===== src/rtl/tdm_pkg.sv =====
// ---------------------------------------------------------------------------
// tdm_pkg
// Shared definitions for the TDM link: default frame geometry (used by both
// the transmit-side mux/serializer and the receive-side demux), the framer
// state encoding and the decoded per-cycle control word of the demux FSM.
// ---------------------------------------------------------------------------
package tdm_pkg;

  // Default frame geometry shared by both ends of the link.
  localparam int TDM_N_CH = 8;  // channels (slots) per frame
  localparam int TDM_W    = 1;  // bits per channel sample

  // Framer state: HUNT waits for the first sync, LOCKED tracks slots.
  typedef enum logic {
    HUNT   = 1'b0,
    LOCKED = 1'b1
  } tdm_state_e;

  // Decoded actions for one accepted sample.
  typedef struct packed {
    logic wr_en;      // write din into the shadow register
    logic wr_slot0;   // shadow write goes to slot 0 instead of slot s
    logic cnt_inc;    // advance the slot counter (wraps at the last slot)
    logic cnt_load0;  // force the slot counter to 1 (slot 0 just written)
    logic commit;     // last slot accepted: move the frame to o
    logic err;        // sync seen on a slot other than 0
  } tdm_ctrl_t;

endpackage


===== src/rtl/tdm_slot_counter.sv =====
// ---------------------------------------------------------------------------
// tdm_slot_counter
// Slot index counter for the TDM demux. Counts 0..N_CH-1 and wraps
// explicitly at N_CH-1, so non power-of-two frame lengths work.
//
// Ports
//   clk    in   1      rising-edge clock
//   rst    in   1      synchronous active-high reset, clears s to 0
//   inc    in   1      advance to the next slot (wraps after the last slot)
//   load0  in   1      slot 0 was just written: jump to slot 1 (wins over inc)
//   s      out  SEL_W  slot the next accepted sample will be written to
//   wrap   out  1      s is currently the last slot of the frame
// ---------------------------------------------------------------------------
module tdm_slot_counter
  import tdm_pkg::*;
#(
  parameter int N_CH  = TDM_N_CH,
  parameter int SEL_W = $clog2(N_CH)
) (
  input  logic             clk,
  input  logic             rst,
  input  logic             inc,
  input  logic             load0,
  output logic [SEL_W-1:0] s,
  output logic             wrap
);

  localparam logic [SEL_W-1:0] LAST = SEL_W'(N_CH - 1);

  assign wrap = (s == LAST);

  always_ff @(posedge clk) begin
    if (rst) begin
      s <= '0;
    end else if (load0) begin
      s <= SEL_W'(1);
    end else if (inc) begin
      s <= wrap ? '0 : s + SEL_W'(1);
    end
  end

endmodule


===== src/rtl/tdm_demux_1x8.sv =====
// ---------------------------------------------------------------------------
// tdm_demux_1x8
// Receive side of the TDM link: rebuilds N_CH parallel channels from a
// serial line carrying one sample per slot, slot 0 first, with a sync marker
// on slot 0. Samples are collected in a shadow register; the whole frame is
// committed to o in one step together with a one-cycle o_valid strobe.
//
// Handshake: din/sync are consumed on every rising clk edge where
// din_valid=1; there is no back-pressure. sync is ignored when din_valid=0.
//
// Ports
//   clk        in   1        rising-edge clock
//   rst        in   1        synchronous active-high reset
//   din        in   W        serial sample for the current slot
//   din_valid  in   1        din is valid this cycle
//   sync       in   1        marks the sample as slot 0 of a frame
//   s          out  SEL_W    slot index the next accepted sample goes to
//   o          out  N_CH*W   last complete frame, slot k at o[k*W +: W]
//   o_valid    out  1        one-cycle pulse: o was updated
//   sync_err   out  1        one-cycle pulse: sync on a slot other than 0
//   dbg_state  out  1        framer state (HUNT / LOCKED) for observation
// ---------------------------------------------------------------------------
module tdm_demux_1x8
  import tdm_pkg::*;
#(
  parameter int N_CH  = TDM_N_CH,
  parameter int W     = TDM_W,
  parameter int SEL_W = $clog2(N_CH)
) (
  input  logic              clk,
  input  logic              rst,
  input  logic [W-1:0]      din,
  input  logic              din_valid,
  input  logic              sync,
  output logic [SEL_W-1:0]  s,
  output logic [N_CH*W-1:0] o,
  output logic              o_valid,
  output logic              sync_err,
  output tdm_state_e        dbg_state
);

  tdm_state_e       state;
  tdm_state_e       state_nxt;
  tdm_ctrl_t        ctrl;
  logic [SEL_W-1:0] s_cnt;
  logic             last_slot;
  logic [SEL_W-1:0] wr_idx;

  // Slots 0..N_CH-2 only: the last slot goes straight into o on commit.
  logic [(N_CH-1)*W-1:0] shadow;

  tdm_slot_counter #(
    .N_CH  (N_CH),
    .SEL_W (SEL_W)
  ) u_slot_counter (
    .clk   (clk),
    .rst   (rst),
    .inc   (ctrl.cnt_inc),
    .load0 (ctrl.cnt_load0),
    .s     (s_cnt),
    .wrap  (last_slot)
  );

  // ---------------- FSM: state register ----------------
  always_ff @(posedge clk) begin
    if (rst) begin
      state <= HUNT;
    end else begin
      state <= state_nxt;
    end
  end

  // ---------------- FSM: next state ----------------
  // Once locked the framer never drops back to HUNT on its own; a misplaced
  // sync simply realigns it.
  always_comb begin
    state_nxt = state;
    case (state)
      HUNT:    if (din_valid && sync) state_nxt = LOCKED;
      LOCKED:  state_nxt = LOCKED;
      default: state_nxt = HUNT;
    endcase
  end

  // ---------------- FSM: decoded actions ----------------
  always_comb begin
    ctrl = '0;
    case (state)
      HUNT: begin
        if (din_valid && sync) begin
          ctrl.wr_en     = 1'b1;
          ctrl.wr_slot0  = 1'b1;
          ctrl.cnt_load0 = 1'b1;
        end
      end
      LOCKED: begin
        if (din_valid) begin
          if (sync) begin
            // Sync always starts a new frame at slot 0. If it arrives
            // elsewhere the partial frame is abandoned (o is untouched).
            ctrl.wr_en    = 1'b1;
            ctrl.wr_slot0 = 1'b1;
            if (s_cnt != '0) begin
              ctrl.err       = 1'b1;
              ctrl.cnt_load0 = 1'b1;
            end else begin
              ctrl.cnt_inc = 1'b1;
            end
          end else if (last_slot) begin
            ctrl.commit  = 1'b1;
            ctrl.cnt_inc = 1'b1;
          end else begin
            ctrl.wr_en   = 1'b1;
            ctrl.cnt_inc = 1'b1;
          end
        end
      end
      default: ctrl = '0;
    endcase
  end

  assign wr_idx = ctrl.wr_slot0 ? '0 : s_cnt;

  // ---------------- shadow register ----------------
  always_ff @(posedge clk) begin
    if (rst) begin
      shadow <= '0;
    end else if (ctrl.wr_en) begin
      for (int k = 0; k < N_CH - 1; k++) begin
        if (wr_idx == SEL_W'(k)) shadow[k*W +: W] <= din;
      end
    end
  end

  // ---------------- output register and strobes ----------------
  always_ff @(posedge clk) begin
    if (rst) begin
      o        <= '0;
      o_valid  <= 1'b0;
      sync_err <= 1'b0;
    end else begin
      o_valid  <= ctrl.commit;
      sync_err <= ctrl.err;
      if (ctrl.commit) o <= {din, shadow};
    end
  end

  assign s         = s_cnt;
  assign dbg_state = state;

endmodule


===== config.mk =====
export PLATFORM = sky130hd
export DESIGN_NAME = tdm_demux_1x8
export DESIGN_NICKNAME = d
export VERILOG_FILES = /design/src/rtl/tdm_pkg.sv /design/src/rtl/tdm_slot_counter.sv /design/src/rtl/tdm_demux_1x8.sv
export SDC_FILE = /design/constraint.sdc
export NUM_CORES = 1
export LEC_CHECK = 0
export CAP_MARGIN = 20
export CELL_PAD_IN_SITES_DETAIL_PLACEMENT = 0
export CELL_PAD_IN_SITES_GLOBAL_PLACEMENT = 1
export CORE_MARGIN = 2
export CORE_UTILIZATION = 41
export CTS_BUF_LIST = sky130_fd_sc_hd__clkbuf_4
export DETAILED_ROUTE_END_ITERATION = 6
export GPL_ROUTABILITY_DRIVEN = 0
export PLACE_DENSITY_LB_ADDON = 0.1
export RECOVER_POWER = 100
export SLEW_MARGIN = 20
export SYNTH_ARGS = -nofsm -noshare
export SYNTH_HDL_FRONTEND = slang
export SYNTH_SLANG_ARGS = --single-unit

===== constraint.sdc =====
create_clock -name clk -period 2.7 [get_ports clk]
set_input_delay 0.54 -clock clk [delete_from_list [all_inputs] [get_ports clk]]
set_output_delay 0.54 -clock clk [all_outputs]
set_load 0.03 [all_outputs]

== Yosys cells after proc, flatten, opt, wreduce, memory -nomap -nowiden ==
Index checks and enable logic that the tools add are counted.
Storage, ports and cells
  output and inout bits: 14
  bits of input ports: 5
  register bits after elaboration: 21
Operators by class
  multiplexer cells: 21
  reductions and logical operators: 13
  eq/ne operators: 7
  add/subtract/negate cells: 1
  bitwise logic cells: 2
Operators by type and width (number)
  $reduce_and 2->1: 7
  $mux 1: 13
  $eq 3x3->1 const B: 4
  $eq 3x2->1 const B: 2
  $mux 3: 2
  $mux 6: 1
  $mux 2: 2
  $pmux 1 s2: 2
  $pmux 2 s2: 1
  $add 3x1->3 const B: 1
  $eq 3x1->1 const B: 1
  $logic_not 3->1: 1
  $reduce_bool 3->1: 1
  $reduce_or 3->1: 1
  $not 1->1: 2
  $reduce_bool 2->1: 1
  $reduce_or 2->1: 1
  $logic_and 1x1->1: 1

== Longest topological paths before layout ==
Gate-level depths: netlist of run 1.
  depth after elaboration: 8
  mapped depth: 6
  mapped depth without buffers: 6

== Modules after synthesis ==
Synthesis of run 1 repeated with hierarchy kept, for this count alone.
Second synthesis, totals
  cells, all modules: 101
  area, all modules: 925.9 um^2
By module, submodules not included
  tdm_demux_1x8: times used 1, cells an instance 87, sequential area each 360.3 um^2, area each 779.5 um^2
  tdm_slot_counter: times used 1, cells an instance 14, sequential area each 60.1 um^2, area each 146.4 um^2

== Least setup slack after synthesis of run 1 ==
No wires, ideal clock.
  path kind: register -> register
  from: register u_slot_counter.s[0]
  to: register shadow[0]
  buffers on the path: 0
  clock period less this slack: 1.831 ns
  arrival: 1.703 ns
  slack: 0.869 ns
  cell stages (with the launch flop): 7
  path through: dfxtp_1 > ha_1 > ha_1 > or4_4 > o21ai_2 > mux2i_1 > nor2_1
Between the ends
  cells in the longest elaborated chain, start to end: 6
  elaborated cells on any way between the ends: 8
  classes of those cells: eq/ne (1); mux (5); reduce/logical (2)
RTL lines
  start, declared: line tdm_slot_counter.sv:24  | output logic [SEL_W-1:0] s,
  start signal, assigned: line tdm_slot_counter.sv:38  | s <= wrap ? '0 : s + SEL_W'(1);
  $eq 3x3->1: line tdm_slot_counter.sv:30  | assign wrap = (s == LAST);
  $mux 1: line tdm_demux_1x8.sv:109  | end else if (last_slot) begin
  $mux 1: line tdm_demux_1x8.sv:98  | if (sync) begin
  $mux 6: line tdm_demux_1x8.sv:97  | if (din_valid) begin
  $pmux 2 s2: line tdm_demux_1x8.sv:88  | case (state)
  $reduce_and 2->1 (no line) (*)
  end signal, assigned by index: line tdm_demux_1x8.sv:130  | if (wr_idx == SEL_W'(k)) shadow[k*W +: W] <= din;
  end, declared: line tdm_demux_1x8.sv:50  | logic [(N_CH-1)*W-1:0] shadow;
Every way passes the cells marked *; elsewhere a longest branch is shown, timed or not.
A chain may end at the register's enable or synchronous reset.

== Final worst setup path of run 1 ==
  from: register u_slot_counter.s[2]
  to: output s[2]
RTL lines
  end, declared: line tdm_demux_1x8.sv:35  | output logic [SEL_W-1:0] s,
No word-level cell between the ends.

==> reports/summary.md, run 1 <==
19 I/O pins were placed. For the total DRC errors in the routed layout, the log shows 0. The wire length of the first global-routing pass is 2830 um, and the met2 wire length is 686 um. From bottom edge to top edge, the die measures 50.9 um. The tools report the final hold violation count as 0. The category of the critical setup timing path is flip-flop to output pin. The tools report the required time at the worst-slack endpoint as 2160 ps. The transition time at the pin with the least slew margin is 774 ps. Worst hold path class: flip-flop to flip-flop. The clock root buffer master was clkbuf_4. Most frequent cell after synthesis: dfxtp_1. Of all cell types, the one taking the most synthesized area is dfxtp_1.

H-tree depth reported by CTS: 1. The data arrival time of the worst path was 1630 ps. The complex-gate fraction of the synthesized area is 0.0861.

The initial antenna violation count came out at 0. The post-synthesis adder-cell area fraction came out at 0.0417. The worst max-slew margin expressed relative to the limit was 0.483. The highest metal layer with signal wires is met4. After clock tree synthesis, the flow added hold-fix buffers numbering 0.

The net count of the finished layout is 128. The share of the clock period used by the worst path works out to 0.804. Counting I/O delays and the setup requirement, the final critical path takes 2170 ps.

In the final routed layout, each cell accounts on average for 11.3 um. Traced cell by cell, the critical path runs through dlygate4sd3_1. In this run the mean area of a mapped cell was 8.75 um2. Type of element launching the critical path: a flip-flop. The post-CTS clock slew at the launch and capture registers of the worst setup and hold paths was 120 ps; the highest net fanout along the worst path was 11. The final core utilization came out at 0.546.

The total power density per cell area was 463 nW/um2; the critical path's largest stage delay was 790 ps. The run finished with clean final reports. The detailed router placed 716 vias in this run. The worst clock skew was 4.85 ps; the area share of the largest cell type after synthesis was 0.467. Cell family contributing the most delay on the critical path: buffers and inverters.

The tools report the area after detailed placement as 1080 um2. TritonCTS built the clock tree. Number of core rows: 16.

The floorplan step set the die width to 50.9 um. The count of input and output buffers is 18. After synthesis, the cell types taking the most area are dfxtp_1 (47%), mux2i_1 (10%), nand2_1 (7.9%). The synthesized-area fraction occupied by and/or/nand/nor cells was 0.254; the minimum hold slack was 457 ps. The number of gates resized after CTS is 0, and the number of iterations in the first detailed-routing pass is 3.

Count of flip-flops with a built-in enable after synthesis: 0. Setup violations remaining at the end of the flow were counted as 0. After routing the design area is 1100 um2. Compared with the post-synthesis result, the final layout area differs by 22.5%. The fraction of layout instances using a drive strength above 1 is 0.0504, and the total inserted antenna cells is 0. Synthesized-area fraction occupied by xor and xnor cells: 0. The region available for standard cell placement spans 2020 um2.

The number of buffers between clock root and the deepest sink is 2. For this block, wires on met1 add up to 862 um. The combined buffer and inverter count along the critical path was 1. Counting the buffers created by CTS gives 3.

The Yosys step of the flow raised 0 warnings. Timing analysis after detailed placement gives a worst setup slack of 600 ps. For the setup fix buffers added after clock tree synthesis, the log shows 0. The reported max-cap violation count was 0; the combined global-route utilization of all metal layers was 0.145. The sum of met3 wire segment lengths after detailed routing is 82 um. The worst setup path is captured at an output pin. Adding up every negative setup slack in the final design gives 0 ps. By count the netlist is led by dfxtp_1 (21), nand2_1 (19), a21oi_1 (12), nor2_1 (11), mux2i_1 (9). Setup slack closes at 528 ps.

Dividing the detail-routed via count by the number of cells gives 4.90. For the final-report max-slew violation count, the log shows 0. The detailed placer's ending HPWL is 1150 um.

The post-synthesis register bit count came out at 21. The logs give 0.446 for the effective utilization at floorplan and 1650 um for the total wire length after detailed routing. The count of nets left with antenna violations once routing finished came out at 0.

The via count of the first global-routing pass is 649. After synthesis the cells add up to 901 um2. The run gives 290 ps as the clock latency on the worst-skew pair. The die covers 2590 um2.

The logs give 103 for the number of instances in the synthesized netlist and 24 for the number of different library cells in the post-synthesis netlist. The post-synth net total is 111, and the share of async-settable or async-resettable flops after synthesis is 0. By area, the combinational part of the netlist is dominated by simple AND/OR/NAND/NOR gates.

The largest net degree at the start of global routing was 22; the reported leakage power was 0.000446 uW. The slowest stage of the critical path is the dlygate4sd3_1 cell. Clock tree synthesis found a total of 21 sinks. Peak ir drop on the vdd network: 0.276 mV. Setup repair after global routing left no endpoint under its margin. For this block, the initial DRC count from the detailed router was 6.

The fraction of synthesized area in multiplexers is 0.100, and the sum of overflow across all layers after global routing is 0. The fmax is 460 MHz. Among all flip-flop cells after synthesis, the most frequent one is dfxtp_1.

The sequential share of the synthesized area was 0.467.
[flip-flops by register name, summed over array words and instances, names as in the netlist]
signal            flops
o_valid               1
sync_err              1
u_slot_counter.s      3
o                     8
dbg_state             1
shadow                7
[path summary, 6_finish.rpt]
path                                                        from                      to  slack, ps  cells past startpoint
worst max register to register  u_slot_counter.s[0]$_SDFFE_PP0P_  shadow[0]$_SDFFE_PP0P_        780                      6
worst max-delay path            u_slot_counter.s[2]$_SDFFE_PP0P_                    s[2]        530                      1
worst min-delay path                           o[0]$_SDFFE_PP0P_       o[0]$_SDFFE_PP0P_        460                      2
worst min register to register                 o[0]$_SDFFE_PP0P_       o[0]$_SDFFE_PP0P_        460                      2
[logic make-up after synthesis]
logic type	after synthesis
AND/OR/NAND/NOR	47
AO/OA/AOI/OAI	14
flip-flops	21
adder cells (fa/ha/maj)	3
buffers and inverters	9
multiplexers	9
[power by group]
part / internal (uW) / switching (uW) / leakage (uW) / total, uW
clock network: 55.1 / 92.2 / 0.0000177 / 147
logic: 19.3 / 25.5 / 0.000259 / 44.8
registers: 313 / 5.69 / 0.000170 / 319
[cell usage in the layout, fill, tap and decap left out, types with 2 or more instances in the layout]
cell type / instances
a21oi_1: 12
nand2b_1: 2
nand2_1: 19
ha_1: 3
nor3_1: 2
dfxtp_1: 21
mux2i_1: 9
nand4_1: 3
nor2_1: 11
clkdlybuf4s50_1: 2
inv_1: 3
dlygate4sd3_1: 16
nor4_1: 3
clkbuf_4: 3
[metrics by stage]
| stage | power, uW | instances |
|---|---|---|
| 2_1_floorplan | 357 | 103 |
| 3_3_place_gp | 374 | 142 |
| 3_5_place_dp | 374 | 142 |
| 4_1_cts | 521 | 146 |
| 5_1_grt | 536 | 146 |
| 6_report | 511 | 146 |
[metal layers]
layer  vias up  track usage
li1        383            -
met1       319        0.190
met2        12        0.230
met3         2       0.0351
met4         0       0.0541
met5         -            0
[worst min-delay path: stages, from the launching register on]
cell and delay, ps:
dfxtp_1 330, nand2_1 50, a21oi_1 50
[area by class of cell]
type / count / area, um2
sequential: 21 / 420
clock inverter: 1 / 5.00
timing repair buffer: 18 / 180
fill: 194 / 918
clock buffer: 3 / 22.5
inverter: 3 / 11.3
multi-input combinational: 73 / 430
tap: 27 / 33.8
Note: power is estimated with default switching activity, not from simulation.
==> run 2: changes to the inputs <==
--- a/config.mk
+++ b/config.mk
@@ -9,7 +9,7 @@
 export CELL_PAD_IN_SITES_DETAIL_PLACEMENT = 0
 export CELL_PAD_IN_SITES_GLOBAL_PLACEMENT = 1
 export CORE_MARGIN = 2
-export CORE_UTILIZATION = 41
+export CORE_UTILIZATION = 38
 export CTS_BUF_LIST = sky130_fd_sc_hd__clkbuf_4
 export DETAILED_ROUTE_END_ITERATION = 6
 export GPL_ROUTABILITY_DRIVEN = 0
==> constraint.sdc (replaced) <==
create_clock -name clk -period 2.05 [get_ports clk]
set_input_delay 0.41 -clock clk [delete_from_list [all_inputs] [get_ports clk]]
set_output_delay 0.41 -clock clk [all_outputs]
set_load 0.03 [all_outputs]
==> run 2 against run 1 <==
  * Sequential share of layout area about the same
  * Hold slack got worse by 0.62 ps
  * First-iteration DRC count grew 17%
  * Via count increased by 2.0%
  * Routed wire length up 3.8%
  * Cell count up 1.4%
  * Global-route usage rose by 1.2 points
  * Core utilization shrank 5.1 points
  * Sequential cell count did not move
  * Critical path depth stayed put
==> reports/summary.md, run 2 (synthesis results as in run 1) <==
The combined buffer and inverter count along the critical path was 1; the transition time at the pin with the least slew margin was 951 ps. Walking the worst path, the cells encountered are clkdlybuf4s50_1. Wires add up to 1710 um. The worst setup path is of the flip-flop to output pin kind. For the peak ir drop on the vdd network, the log shows 0.394 mV. 19 I/O pins were placed. The tools report the final hold violation count as 0.

The endpoint with the worst hold slack was o[7]$_SDFFE_PP0P_. After filler insertion, the fill cell instance count of the layout stands at 244. Summed over all cells, the static leakage comes to 0.000440 uW.

The number of buffers between clock root and the deepest sink was 2; the area of the multi-input gates was 430 um2. STA classifies the critical path endpoint as an output pin. Across the run, the number of max-cap violations was 0. Setup slack on the critical path of the routed design comes to 86.6 ps.

Final antenna-violating net count: 0. The combined global-route utilization of all metal layers was 0.157. The count of endpoints failing setup in the final report is 0, and the worst hold path cell count is 2. The clock reaches the later pin of the worst-skew pair after 300 ps.

The die covers 2780 um2. After clock tree synthesis, the clock-pin slew on the worst setup and hold paths is 110 ps. The repair_antennas step left the layout with diodes totalling 0.

The worst setup slack before clock tree synthesis was 151 ps. Via count of the first global-routing pass: 679. The floorplan has 17 rows. The tree built by TritonCTS fans out to 21 sinks.

Post-CTS timing repair inserted 0 buffers for setup. The startpoint identified for the worst register-to-register timing path is u_slot_counter.s[0]$_SDFFE_PP0P_. The total overflow left after global routing is 0. The signed area change from the synthesized netlist to the final layout is 22.6%.

The number of cell instances on the worst register-to-register path works out to 6. For this design, the CTS-stage hold fixing added 0 buffers. The critical path's largest stage delay was 730 ps. Cell family contributing the most delay on the critical path: buffers and inverters.

The tools report the via count as 730. The count of input and output buffers was 18. TritonCTS built the clock tree.

The vertical extent of the die was 52.7 um; the minimum clock period after layout was 1960 ps. The final layout contains 129 nets. Clock tree synthesis selected as its root buffer the cell clkbuf_4.

Setup total negative slack on the finished layout was measured at 0 ps. The total number of cells along the worst setup path was 1; the width of the die was 52.7 um. The TritonCTS buffer count is 3, and the number of flip-flops in the largest register is 8. The final-report max-slew violation count was 0. The total area inside the core boundary comes to 2230 um2.

The tools report the required time at the worst-slack endpoint as 1640 ps. In the routed design, unresolved DRC markers number 0. The largest registers in the layout are o (8), shadow (7), u_slot_counter.s (3). The total power density per cell area was 625 nW/um2. Ranked by flip-flop count, first place goes to o. The effective utilization at floorplan came out at 0.403. The logs give 1210 um for the detailed placer's ending HPWL and 7 for the starting DRC count in detailed routing.

The wire length of the first global-routing pass is 3100 um. The largest individual stage delay along the critical path comes from the cell clkdlybuf4s50_1. The area used by sequential logic in the layout is 420 um2.

Setup repair after global routing left no endpoint under its margin. The worst hold path class was flip-flop to flip-flop. The H-tree depth reported by CTS was 1.

Based on the critical path, the design can be clocked at up to 509 MHz. The number of iterations in the first detailed-routing pass is 4. The library cell used most frequently in the layout, excluding fill and tap cells, is dfxtp_1. The initial antenna violation count was 0; the post-detailed-route wirelength per cell was 11.5 um. The largest net degree at the start of global routing came out at 22. The via-per-instance ratio was 4.93. The top cell types in the final layout, fill and taps aside, are dfxtp_1 (21), nand2_1 (19), dlygate4sd3_1 (13).

In this run the most critical hold path is launched from o[7]$_SDFFE_PP0P_. The run finished with clean final reports. The data arrival time of the worst path came out at 1550 ps. The run gives 170 ps as the setup slack of the most critical reg-to-reg path.

STA classifies the critical path startpoint as a flip-flop. The worst max-slew margin expressed relative to the limit is 0.366. Worst clock skew: 1.58 ps. The capture instance of the worst register-to-register path is shadow[0]$_SDFFE_PP0P_. The share of the clock period used by the worst path is 0.958, and the highest net fanout along the worst path is 10. The fraction of layout instances using a drive strength above 1 came out at 0.0500.
==> run 2: cell count changes in the layout (fill, tap and decap cells not counted), sizes merged <==
cell and change:
clkbuf +3, dlygate4sd3 -3, clkdlybuf4s50 +2, clkinv -1
==> run 2: cell type report <==
type | instances | share of cell area
clock buffer | 4 | 0.0272
multi-input combinational | 73 | 0.390
sequential | 21 | 0.381
tap | 28 | 0.0317
timing repair buffer | 19 | 0.161
inverter | 3 | 0.0102
==> run 2: timing repair <==
action,in CTS,in global routing
hold endpoints to repair,0,0
resized for setup,0,1
endpoints found under the setup margin,0,1
==> run 2: stage by stage <==
step           instances  area (um2)  power, uW  hold slack [ps]  utilization
6_report             148        1100        691              456        0.495
5_1_grt              148        1100        728              490        0.495
4_1_cts              148        1120        709              465        0.501
3_5_place_dp         144        1090        495              448        0.487
3_3_place_gp         144        1090        495              443        0.487
2_1_floorplan        103         901        471              431            -
==> run 2: power breakdown <==
group	internal [uW]	switching [uW]
clock network	89.1	120
logic	27.1	34.7
registers	413	7.89
total	529	162
==> run 2: worst max path at each step <==
stage                     slack, ps                     end                             start
after floorplan                 220  shadow[0]$_SDFFE_PP0P_  u_slot_counter.s[0]$_SDFFE_PP0P_
final                            90                    s[0]  u_slot_counter.s[0]$_SDFFE_PP0P_
after global routing             20                    s[0]  u_slot_counter.s[0]$_SDFFE_PP0P_
after global placement          140  shadow[6]$_SDFFE_PP0P_                              sync
after CTS                        50                    s[2]  u_slot_counter.s[2]$_SDFFE_PP0P_
after detailed placement        150  shadow[3]$_SDFFE_PP0P_                              sync
==> run 2: worst register-to-register path, stage by stage (launching register included) <==
cell and delay (ps):
dfxtp_1 420, ha_1 240, ha_1 240, or4_4 420, o21ai_1 170, mux2i_1 200, nor2_1 50
==> run 2: per-layer routing <==
metal	wire length, um	share of wire	vias to the layer above	global-route usage
li1	-	-	384	-
met1	850	0.50	325	0.184
met2	740	0.43	16	0.250
met3	81	0.047	5	0.0571
met4	35	0.021	0	0.0769
met5	0	0	-	0
==> run 3: changes to the inputs <==
--- a/config.mk
+++ b/config.mk
@@ -9,8 +9,8 @@
 export CELL_PAD_IN_SITES_DETAIL_PLACEMENT = 0
 export CELL_PAD_IN_SITES_GLOBAL_PLACEMENT = 1
 export CORE_MARGIN = 2
-export CORE_UTILIZATION = 38
-export CTS_BUF_LIST = sky130_fd_sc_hd__clkbuf_4
+export CORE_UTILIZATION = 36
+export CTS_BUF_LIST = sky130_fd_sc_hd__clkbuf_8 sky130_fd_sc_hd__clkbuf_16
 export DETAILED_ROUTE_END_ITERATION = 6
 export GPL_ROUTABILITY_DRIVEN = 0
 export PLACE_DENSITY_LB_ADDON = 0.1
==> run 3 against run 2 <==
  * Global-route usage is 2.2 points lower
  * Sequential cell count did not move
  * Sequential share of layout area shrank 0.84 points
  * Die area rose by 5.1%
  * Clock skew about the same
  * Core utilization is 3.0 points lower
  * First-iteration DRC count increased by 14%
  * Maximum frequency is 0.66% higher
  * Highest routed layer unchanged
==> reports/summary.md, run 3 (synthesis results as in run 1) <==
The flow ran to the end, and the final reports show no timing, DRC or antenna violations. The layout has 255 filler cells. The worst path meets setup with 99.6 ps of slack.

The largest individual stage delay along the critical path comes from the cell clkdlybuf4s50_1. The worst register-to-register path has a setup slack of 190 ps. The run gives 0 as the sum of overflow across all layers after global routing. Register with the most flip-flops: o. The start of the worst register-to-register path is u_slot_counter.s[0]$_SDFFE_PP0P_.

Final hold violation count: 0. Aggregate negative setup slack: 0 ps. Once placement finished, the instance area stood at 1090 um2. The combined buffer and inverter count along the critical path is 1, and the final-report max-slew violation count is 0. Via count of the first global-routing pass: 603. The worst setup path is captured at an output pin. For the worst-skew pair, the clock arrives at the later sink with an insertion delay of 260 ps. For the peak ir drop on the vdd network, the log shows 0.422 mV. The part of the power in registers is 0.557. After routing the design area is 1130 um2. After detailed routing, the number of remaining DRC violations is 0. Detailed routing inserted a total of 761 vias. The required time at the worst-slack endpoint was 1640 ps; the share of the clock period used by the worst path was 0.951.

In this run the critical register-to-register path is captured at shadow[0]$_SDFFE_PP0P_. The cell sitting at the root of the clock tree is a clkbuf_8. The largest registers in the layout are o (8), shadow (7), u_slot_counter.s (3). The logs give 0 for the initial antenna violation count and 430 um2 for the area of the multi-input gates. Power spread over the standard cell area amounts to 668 nW/um2.

The die area came out at 2920 um2. Clock skew on the completed layout was measured at 1.30 ps. Once detailed placement completed, the half-perimeter wirelength came to 1230 um. In this design, the stage delay of the slowest critical-path cell is 740 ps.

The transition time at the pin with the least slew margin was 960 ps. The most critical setup path has its startpoint at u_slot_counter.s[2]$_SDFFE_PP0P_. The run gives 8 as the starting DRC count in detailed routing.

In this run the static leakage power is 0.000449 uW. In the layout the commonest cells are dfxtp_1 (21), nand2_1 (19), dlygate4sd3_1 (13). From bottom edge to top edge, the die measures 54.0 um. The switching power as a share of total power came out at 0.238. The cell family contributing the most delay on the critical path is buffers and inverters. The number of core rows came out at 18. Data arrives at the worst endpoint at 1540 ps.

Net count of the finished layout: 129. After detailed placement, the design holds a cell count of 146. The post-detailed-route wirelength per cell was 12.1 um. The relative contribution of the clock network to total power came out at 0.362.

From left edge to right edge, the die measures 54.0 um. The fraction of layout instances using a drive strength above 1 is 0.0500, and the via-per-instance ratio is 5.07. The run gives 0.360 as the worst max-slew margin expressed relative to the limit. The internal power component is 575 uW, and the number of flip-flops in the largest register is 8.

The number of iterations in the first detailed-routing pass was 4; the area used by sequential logic in the layout was 420 um2. The logs give 180 uW for the switching power and 22 for the largest net degree at the start of global routing. Area of the core: 2430 um2. Number of cell instances on the worst register-to-register path: 6. The total number of cells along the worst setup path works out to 1. The run gives 2740 um as the wire length of the first global-routing pass. For the final cell count without fillers, the log shows 150.

The TritonCTS buffer count is 3. In this run the deepest clock path goes through 2 buffers. H-tree depth reported by CTS: 1. The number of ports placed on the die boundary was 19; the signed area change from the synthesized netlist to the final layout was 25.4%.

The tool flagged a number of max-cap violations equal to 0. The final antenna-violating net count is 0. The worst setup slack before clock tree synthesis was 118 ps; the combined global-route utilization of all metal layers was 0.135. The setup path with the least slack is of type flip-flop to output pin.

The run gives 0.465 as the final core utilization. The number of gates resized after CTS was 0. For the number of hold buffers added after cts, the log shows 0.

During placement, the flow inserted port buffers numbering 18. The total inserted antenna cells came out at 0. The highest net fanout along the worst path works out to 11. The total wire length after detailed routing came out at 1810 um. TritonCTS built the clock tree.

For the sink count of the clock tree, the log shows 21. For the finished layout, the period the worst path requires is 1950 ps. The most common cell after layout, fill and taps aside was dfxtp_1.

The path class of the tightest hold or removal check is flip-flop to flip-flop. Setup repair after global routing left no endpoint under its margin. The effective utilization at floorplan was 0.370; the combinational cell fraction of total power was 0.082. Clock-pin slew was measured on the worst setup and hold paths at 80 ps. The worst setup path is launched from a flip-flop. The setup fix buffers added after clock tree synthesis came out at 0. The signal on the critical path passes through clkdlybuf4s50_1.

Setup violations remaining at the end of the flow were counted as 0. Derived from the worst setup path, the maximum achievable clock frequency is 513 MHz. Endpoint of the worst setup timing path: s[2].
run 3: cell types whose count changed in the layout (fill, tap and decap cells not counted):
cell and change:
clkbuf_4 -4, clkbuf_8 +3, clkbuf_1 -1, clkdlybuf4s50_1 +1
clkinv_2 +1
run 3: cell type report:
type	count	share of cell area
Timing Repair Buffer	19	0.163
Inverter	3	0.00997
Multi-Input combinational cell	73	0.381
Tap cell	30	0.0332
Clock inverter	1	0.00443
Sequential cell	21	0.372
Clock buffer	3	0.0365
run 3: worst min-delay path by stage:
stage	startpoint	depth (start not counted)	to
2_1_floorplan	shadow[0]$_SDFFE_PP0P_	2	o[0]$_SDFFE_PP0P_
6_report	o[1]$_SDFFE_PP0P_	2	o[1]$_SDFFE_PP0P_
3_5_place_dp	shadow[4]$_SDFFE_PP0P_	2	o[4]$_SDFFE_PP0P_
5_1_grt	shadow[5]$_SDFFE_PP0P_	2	o[5]$_SDFFE_PP0P_
4_1_cts	o[1]$_SDFFE_PP0P_	2	o[1]$_SDFFE_PP0P_
3_3_place_gp	o[1]$_SDFFE_PP0P_	2	o[1]$_SDFFE_PP0P_
run 3: metal layers:
layer	wire length, um	track usage	vias up
met1	918	0.179	350
li1	-	-	387
met3	80	0.0333	5
met4	39	0.0750	0
met5	0	0	-
met2	775	0.197	19
run 3: power groups by stage:
stage / combinational (uW) / sequential (uW) / clock, uW
6_report: 61.6 / 420 / 273
5_1_grt: 68.3 / 422 / 299
4_1_cts: 65.0 / 421 / 287
3_5_place_dp: 64.5 / 430 / 0
3_3_place_gp: 64.3 / 430 / 0
2_1_floorplan: 35.2 / 435 / 0
run 3: stage by stage:
stage          hold slack (ps)  power, uW
2_1_floorplan              431        471
3_3_place_gp               444        494
3_5_place_dp               448        495
4_1_cts                    460        773
5_1_grt                    473        789
6_report                   452        755
